==> config.mk <==
export PLATFORM = sky130hd
export DESIGN_NAME = mem_bus_arbiter
export DESIGN_NICKNAME = d
export VERILOG_FILES = /design/src/rtl/mem_bus_arbiter.sv
export SDC_FILE = /design/constraint.sdc
export NUM_CORES = 1
export LEC_CHECK = 0
export BUFFER_PORTS_ARGS = -buffer_cell sky130_fd_sc_hd__buf_2
export CORE_ASPECT_RATIO = 1.75
export CORE_MARGIN = 2
export CORE_UTILIZATION = 28
export DETAILED_ROUTE_END_ITERATION = 10
export GPL_TIMING_DRIVEN = 0
export PLACE_DENSITY = 0.85
export RECOVER_POWER = 100
export SYNTH_ARGS = -nofsm -noshare
export SYNTH_HDL_FRONTEND = slang
export SYNTH_SLANG_ARGS = --single-unit
==> constraint.sdc <==
create_clock -name CLK -period 1.92 [get_ports CLK]
set_clock_uncertainty 0.2 [all_clocks]
set_input_delay 0.192 -clock CLK [delete_from_list [all_inputs] [get_ports CLK]]
set_output_delay 0.192 -clock CLK [all_outputs]
set_load 0.01 [all_outputs]
==> src/rtl/mem_bus_arbiter.sv <==
// mem_bus_arbiter: shares one memory bus between the core and a secondary
// (debug/DMA) master. The core has priority; the secondary master is granted
// only on core-idle cycles, and the core is stalled while the secondary owns
// the bus.
//
// Optional build macro: ARB_EXT_BURST_LIMIT_EN. When it is defined, the number
// of stalled-core EXT accesses is capped at EXT_MAX_BURST, and a yield cycle
// is required before the secondary master can be granted again.
//
// Ports:
//   CLK, RESET                       clock, synchronous active-high reset
//   CORE_ABUS/DOUT/RD/WR -> MEM_*    core request, passed with zero latency
//   CORE_DIN, CORE_STALL             read data to the core, stall
//   EXT_REQ/ABUS/DOUT/RD/WR          secondary master request
//   EXT_GNT, EXT_ACK, EXT_DIN        grant, access acknowledge, read data
//   MEM_ABUS/DOUT/RD/WR, MEM_DIN     memory side of the bus
module mem_bus_arbiter #(
    parameter int AW            = 16,
    parameter int DW            = 16,
    parameter int EXT_MAX_BURST = 8
) (
    input  logic          CLK,
    input  logic          RESET,
    input  logic [AW-1:0] CORE_ABUS,
    input  logic [DW-1:0] CORE_DOUT,
    input  logic          CORE_RD,
    input  logic          CORE_WR,
    output logic [DW-1:0] CORE_DIN,
    output logic          CORE_STALL,
    input  logic          EXT_REQ,
    output logic          EXT_GNT,
    input  logic [AW-1:0] EXT_ABUS,
    input  logic [DW-1:0] EXT_DOUT,
    input  logic          EXT_RD,
    input  logic          EXT_WR,
    output logic [DW-1:0] EXT_DIN,
    output logic          EXT_ACK,
    output logic [AW-1:0] MEM_ABUS,
    output logic [DW-1:0] MEM_DOUT,
    output logic          MEM_RD,
    output logic          MEM_WR,
    input  logic [DW-1:0] MEM_DIN
);

    // The burst counter is 4 bits wide, so the limit must fit in 1..15.
    if (EXT_MAX_BURST < 1 || EXT_MAX_BURST > 15) begin : g_bad_max_burst
        $error("EXT_MAX_BURST must be in 1..15");
    end

    typedef enum logic [1:0] {
        S_CORE    = 2'd0,
        S_EXT     = 2'd1,
        S_RELEASE = 2'd2
    } state_t;

    state_t r_state;
    state_t w_next;

    logic w_core_act;
    logic w_ext_act;
    logic w_stall;
    logic w_ack;
    logic w_force;
    logic w_yield_ok;

    assign w_core_act = CORE_RD | CORE_WR;
    assign w_ext_act  = EXT_RD | EXT_WR;

    // The read data is broadcast; the strobes decide who consumes it.
    assign CORE_DIN   = MEM_DIN;
    assign EXT_DIN    = MEM_DIN;
    assign EXT_ACK    = w_ack;
    assign CORE_STALL = w_stall;

`ifdef ARB_EXT_BURST_LIMIT_EN
    localparam logic [3:0] LP_MAX = 4'(EXT_MAX_BURST);

    logic [3:0] r_cnt;
    logic       r_yield;

    // Release on the cycle that performs the last allowed stalled access.
    assign w_force = (r_state == S_EXT) && w_stall && w_ack &&
                     (r_cnt == LP_MAX - 4'd1);
    assign w_yield_ok = !r_yield;

    always_ff @(posedge CLK) begin
        if (RESET) begin
            r_cnt <= 4'd0;
        end else if (r_state == S_EXT && w_stall) begin
            if (w_ack && r_cnt != LP_MAX) begin
                r_cnt <= r_cnt + 4'd1;
            end
        end else begin
            r_cnt <= 4'd0;
        end
    end

    // After a forced release, EXT must wait until the core has used the bus
    // or EXT itself has let go of its request.
    always_ff @(posedge CLK) begin
        if (RESET) begin
            r_yield <= 1'b0;
        end else if (w_force) begin
            r_yield <= 1'b1;
        end else if (r_state == S_CORE && (w_core_act || !EXT_REQ)) begin
            r_yield <= 1'b0;
        end
    end
`else
    assign w_force    = 1'b0;
    assign w_yield_ok = 1'b1;
`endif

    always_ff @(posedge CLK) begin
        if (RESET) begin
            r_state <= S_CORE;
        end else begin
            r_state <= w_next;
        end
    end

    always_comb begin
        w_next = r_state;
        unique case (r_state)
            S_CORE: begin
                if (EXT_REQ && !w_core_act && w_yield_ok) begin
                    w_next = S_EXT;
                end
            end
            S_EXT: begin
                if (!EXT_REQ || w_force) begin
                    w_next = S_RELEASE;
                end
            end
            S_RELEASE: w_next = S_CORE;
            default:   w_next = S_CORE;
        endcase
    end

    // Bus mux: the core path is the default so it adds no latency.
    always_comb begin
        MEM_ABUS = CORE_ABUS;
        MEM_DOUT = CORE_DOUT;
        MEM_RD   = CORE_RD;
        MEM_WR   = CORE_WR;
        EXT_GNT  = 1'b0;
        w_ack    = 1'b0;
        w_stall  = 1'b0;
        if (RESET) begin
            MEM_RD = 1'b0;
            MEM_WR = 1'b0;
        end else begin
            unique case (r_state)
                S_EXT: begin
                    MEM_ABUS = EXT_ABUS;
                    MEM_DOUT = EXT_DOUT;
                    MEM_RD   = EXT_RD;
                    MEM_WR   = EXT_WR;
                    EXT_GNT  = 1'b1;
                    w_ack    = w_ext_act;
                    w_stall  = w_core_act;
                end
                S_RELEASE: begin
                    MEM_RD  = 1'b0;
                    MEM_WR  = 1'b0;
                    w_stall = w_core_act;
                end
                default: begin
                end
            endcase
        end
    end

endmodule

# Word level (Yosys, flattened, before mapping)
# Cells that the tools add are included.
# classes
eq_ne	4
muxes	17
bitwise	2
reduce_logical	5
# ops
cell	count
$mux 16	4
$mux 1	8
$mux 2	2
$ne 2x2->1 const B	2
$pmux 1 s2	2
$pmux 2 s2	1
$eq 2x1->1 const B	1
$eq 2x2->1 const B	1
$logic_not 2->1	1
$or 1x1->1	2
$reduce_and 2->1	1
$reduce_or 2->1	1
$logic_and 1x1->1	1
$logic_not 1->1	1
# totals
reg_bits	2
output_inout_bits	69

# Logic depth before layout (Yosys ltp)
# logic_depth
ltp_word	5
depth_mapped	6

# Least setup slack after synthesis
# OpenSTA, ideal clock, no wires.
# synth_timing
path_type	register to output
from	register r_state[1]
to	output MEM_ABUS[1]
arrival_ns	1.399
slack_ns	0.129
path_stages_with_launch	7
path_buffers	2
path_cell_list	dfxtp_1 -> inv_1 -> ha_1 -> nor2b_1 -> buf_6 -> buf_6 -> mux2_4
# synth_via
elab_chain_cells	3
# synth_lines
item	line_no	rtl
start: declaration	56	state_t r_state;
start signal: assignment	118	r_state <= w_next;
$eq 2x1->1	153	unique case (r_state)
$mux 16	153	
$mux 16	149	if (RESET) begin
end: declaration	38	output logic [AW-1:0] MEM_ABUS,
# Every way passes these cells.

# Worst setup path after layout
# layout_timing
from	register r_state[1]
to	output MEM_DOUT[10]
# layout_via
elab_chain_cells	3
# layout_lines
item	line_no	rtl
$eq 2x1->1	153	
$mux 16	153	
$mux 16	149	
end: declaration	39	output logic [DW-1:0] MEM_DOUT,
# Every way passes these cells.

==> flow_metrics.tcl <==
set metrics [dict create \
    drc 0 \
    grt_pass1_wl_microns 5070 \
    synth-edff-count 0 \
    synth_common_cells "32 x buf_4, 18 x mux2_4, 14 x mux2_2" \
    largest_reg_flops 2 \
    setup_ws_ns -0.0560 \
    cts_made_buffers 3 \
    crit_type "register to output port" \
    slew_violations 0 \
    place.gp.congestion 0.723 \
    antenna_found_initial 0 \
    core_area_sq_mm 0.00314 \
    avgSynthCellArea_sq_um 9.86 \
    tightest_slew_ns 0.296 \
    clkSlewWorstSetupHoldPaths_ns 0.03 \
    rsz0062_at_grt "yes" \
    netlist.area_leader.share_pct 29.1 \
    wl_microns 4000 \
    vias 1234 \
    finalNetCount 337 \
    ctsLongestPathBuffers 2 \
    gr-total-overflow 0 \
    violations "negative setup slack" \
    vdd_ir_drop_max_mv 0.640 \
    pre_cts_ws_ns -0.129 \
    start_util_pct 29.5 \
    ys_types 19 \
    crit_arrival_ns 1.58 \
    p_per_area_mw_per_mm2 576 \
    worstSkewPairLatency_ns 0.21 \
    cp.required_ns 1.53 \
    grt_max_degree 11 \
    status "finished, violations left" \
    power_w 0.00116 \
    met2_length_microns 2230 \
    final_cells 287 \
    ys_seq_elements 2 \
    cts_sinks 2 \
    wl_met1_microns 1060 \
    grt_usage_pct 17.8 \
    viasPerCell 4.30 \
    setup_viol 26 \
    io_buffers 139 \
    syn_inst 94 \
    regMostFlops "r_state" \
    largestRegisters "r_state: 2 flops" \
    post-synth-top-count-cell "buf_4" \
    maxCapViolations 0 \
    yosysTopAreaCell "mux2_4" \
    root_buffer "clkbuf_8" \
    hold_viol_final 0 \
    dieArea_sq_mm 0.00381 \
    die_w_microns 47.5 \
    ctsHoldBuffers 0 \
    synthArstFlopShare_pct 0 \
    hpwl_microns 3140 \
    min_period_ns 1.98 \
    cts_tree "built" \
    finish.utilization_pct 64.3 \
    cellLeakagePower_nw 1.08 \
    dr.pass1.iters 4 \
    startpoint_type "register" \
    antenna_cells 0 \
    routedWlPerCell_microns 13.9 \
    yosysWarnings 0 \
    ant_nets 0 \
    rows 27 \
    setup_tns_ns -0.791 \
    drive_above_1_share_pct 78.3 \
    crit_fanout 7 \
    die_h_microns 80.1 \
    nFillCells 285 \
    place_inst 276 \
    htreeDepth 1 \
    fin_crit_sh_pct 103 \
    ys.flop_type "dfxtp_1" \
    synth_nets 185 \
    fmax_ghz 0.506 \
    grt_pass1_vias 1205 \
    wl_met3_microns 665 \
    area_delta_synth_final_pct 118 \
    synth_area_leaders "mux2_4 29%, buf_4 26%, mux2_2 17%, ha_1 5.4%, dfxtp_1 4.3%" \
    drt_iter0_drc 8 \
    top_layer_used "met4" \
    seq_area_frac_synth_pct 4.32 \
    crit_path_end_kind "output port" \
    ios 156 \
    hold_class "primary input to register" \
    synth_area_sq_um 927 \
    relSlewSlack_pct 80.3 \
]
==> per-stage QoR <==
step                      instance area (sq um)  hold slack (ns)
after global placement                     1680            0.311
after floorplan                             927            0.172
final                                      2020            0.168
after CTS                                  1990            0.143
after detailed placement                   1680            0.329
after global routing                       2020            0.202
==> final cells by class <==
| class | instances | area (sq um) | share of cell area [%] |
|---|---|---|---|
| sequential | 2 | 45.0 | 2.23 |
| timing repair buffer | 147 | 905 | 44.8 |
| clock buffer | 3 | 41.3 | 2.04 |
| inverter | 2 | 10.0 | 0.496 |
| multi-input combinational | 54 | 653 | 32.3 |
| buffer | 36 | 312 | 15.4 |
| tap | 43 | 53.8 | 2.66 |
==> worst paths after layout <==
check / start / end / slack, ns / cells past startpoint
setup reg to reg: r_state[1] / r_state[1] / 0.31 / 5
setup / recovery: r_state[1] / MEM_DOUT[10] / -0.06 / 7
hold / removal: EXT_REQ / r_state[0] / 0.17 / 3
hold reg to reg: r_state[0] / r_state[0] / 0.33 / 2
==> routing by layer <==
layer  vias to the layer above  GRT usage (%)
li1                        591              -
met1                       531           13.3
met2                       108           36.4
met3                         4           8.31
met4                         0           3.33
met5                         -              0
==> cells in the final DEF, fill, tap and decap left out <==
master     count
a21oi_1        2
mux2_4        28
or3b_1         1
ha_4           1
nand3_1        2
nor2_1         2
clkbuf_16      1
mux2i_1        1
o21a_1         1
dfxtp_2        1
clkbuf_1      32
dfxtp_4        1
clkbuf_8       3
buf_12         3
ha_1           3
buf_6         26
mux2_1         1
buf_4         36
buf_16         1
inv_1          1
nor2b_4        1
nor2b_1        1
nand2b_1       4
buf_2         84
mux2_2         4
nor3b_1        1
a22oi_1        1
inv_4          1
==> where the power goes <==
group	total [W]	internal (W)	switching (W)
clock	0.000163	0.000132	0.0000302
combinational	0.000927	0.000580	0.000347
sequential	0.0000732	0.0000578	0.0000153
==> timing repair <==
| action | 4_1_cts | 5_1_grt |
|---|---|---|
| resized for setup | 45 | 11 |
| pin swaps | 1 | 1 |
| cloned | 1 | 1 |
| buffers inserted | 6 | 0 |
| endpoints found under the setup margin | 34 | 32 |
==> worst max-delay path, cell delays in order, from the launching register on <==
cell,delay [ns]
dfxtp_2,0.32
inv_4,0.07
ha_4,0.12
nor2b_4,0.15
buf_12,0.15
clkbuf_16,0.15
mux2_4,0.30
buf_6,0.12
==> kinds of logic after synthesis <==
| kind of cell | Yosys count | synth area share, % |
|---|---|---|
| and+or+nand+nor | 12 | 7.69 |
| adders and majority gates | 4 | 5.40 |
| buffers and inverters | 38 | 30.9 |
| muxes | 34 | 48.4 |
| AOI/OAI and AO/OA | 4 | 3.24 |
| DFF | 2 | 4.32 |
No activity file was read; power rests on OpenSTA's default activity.
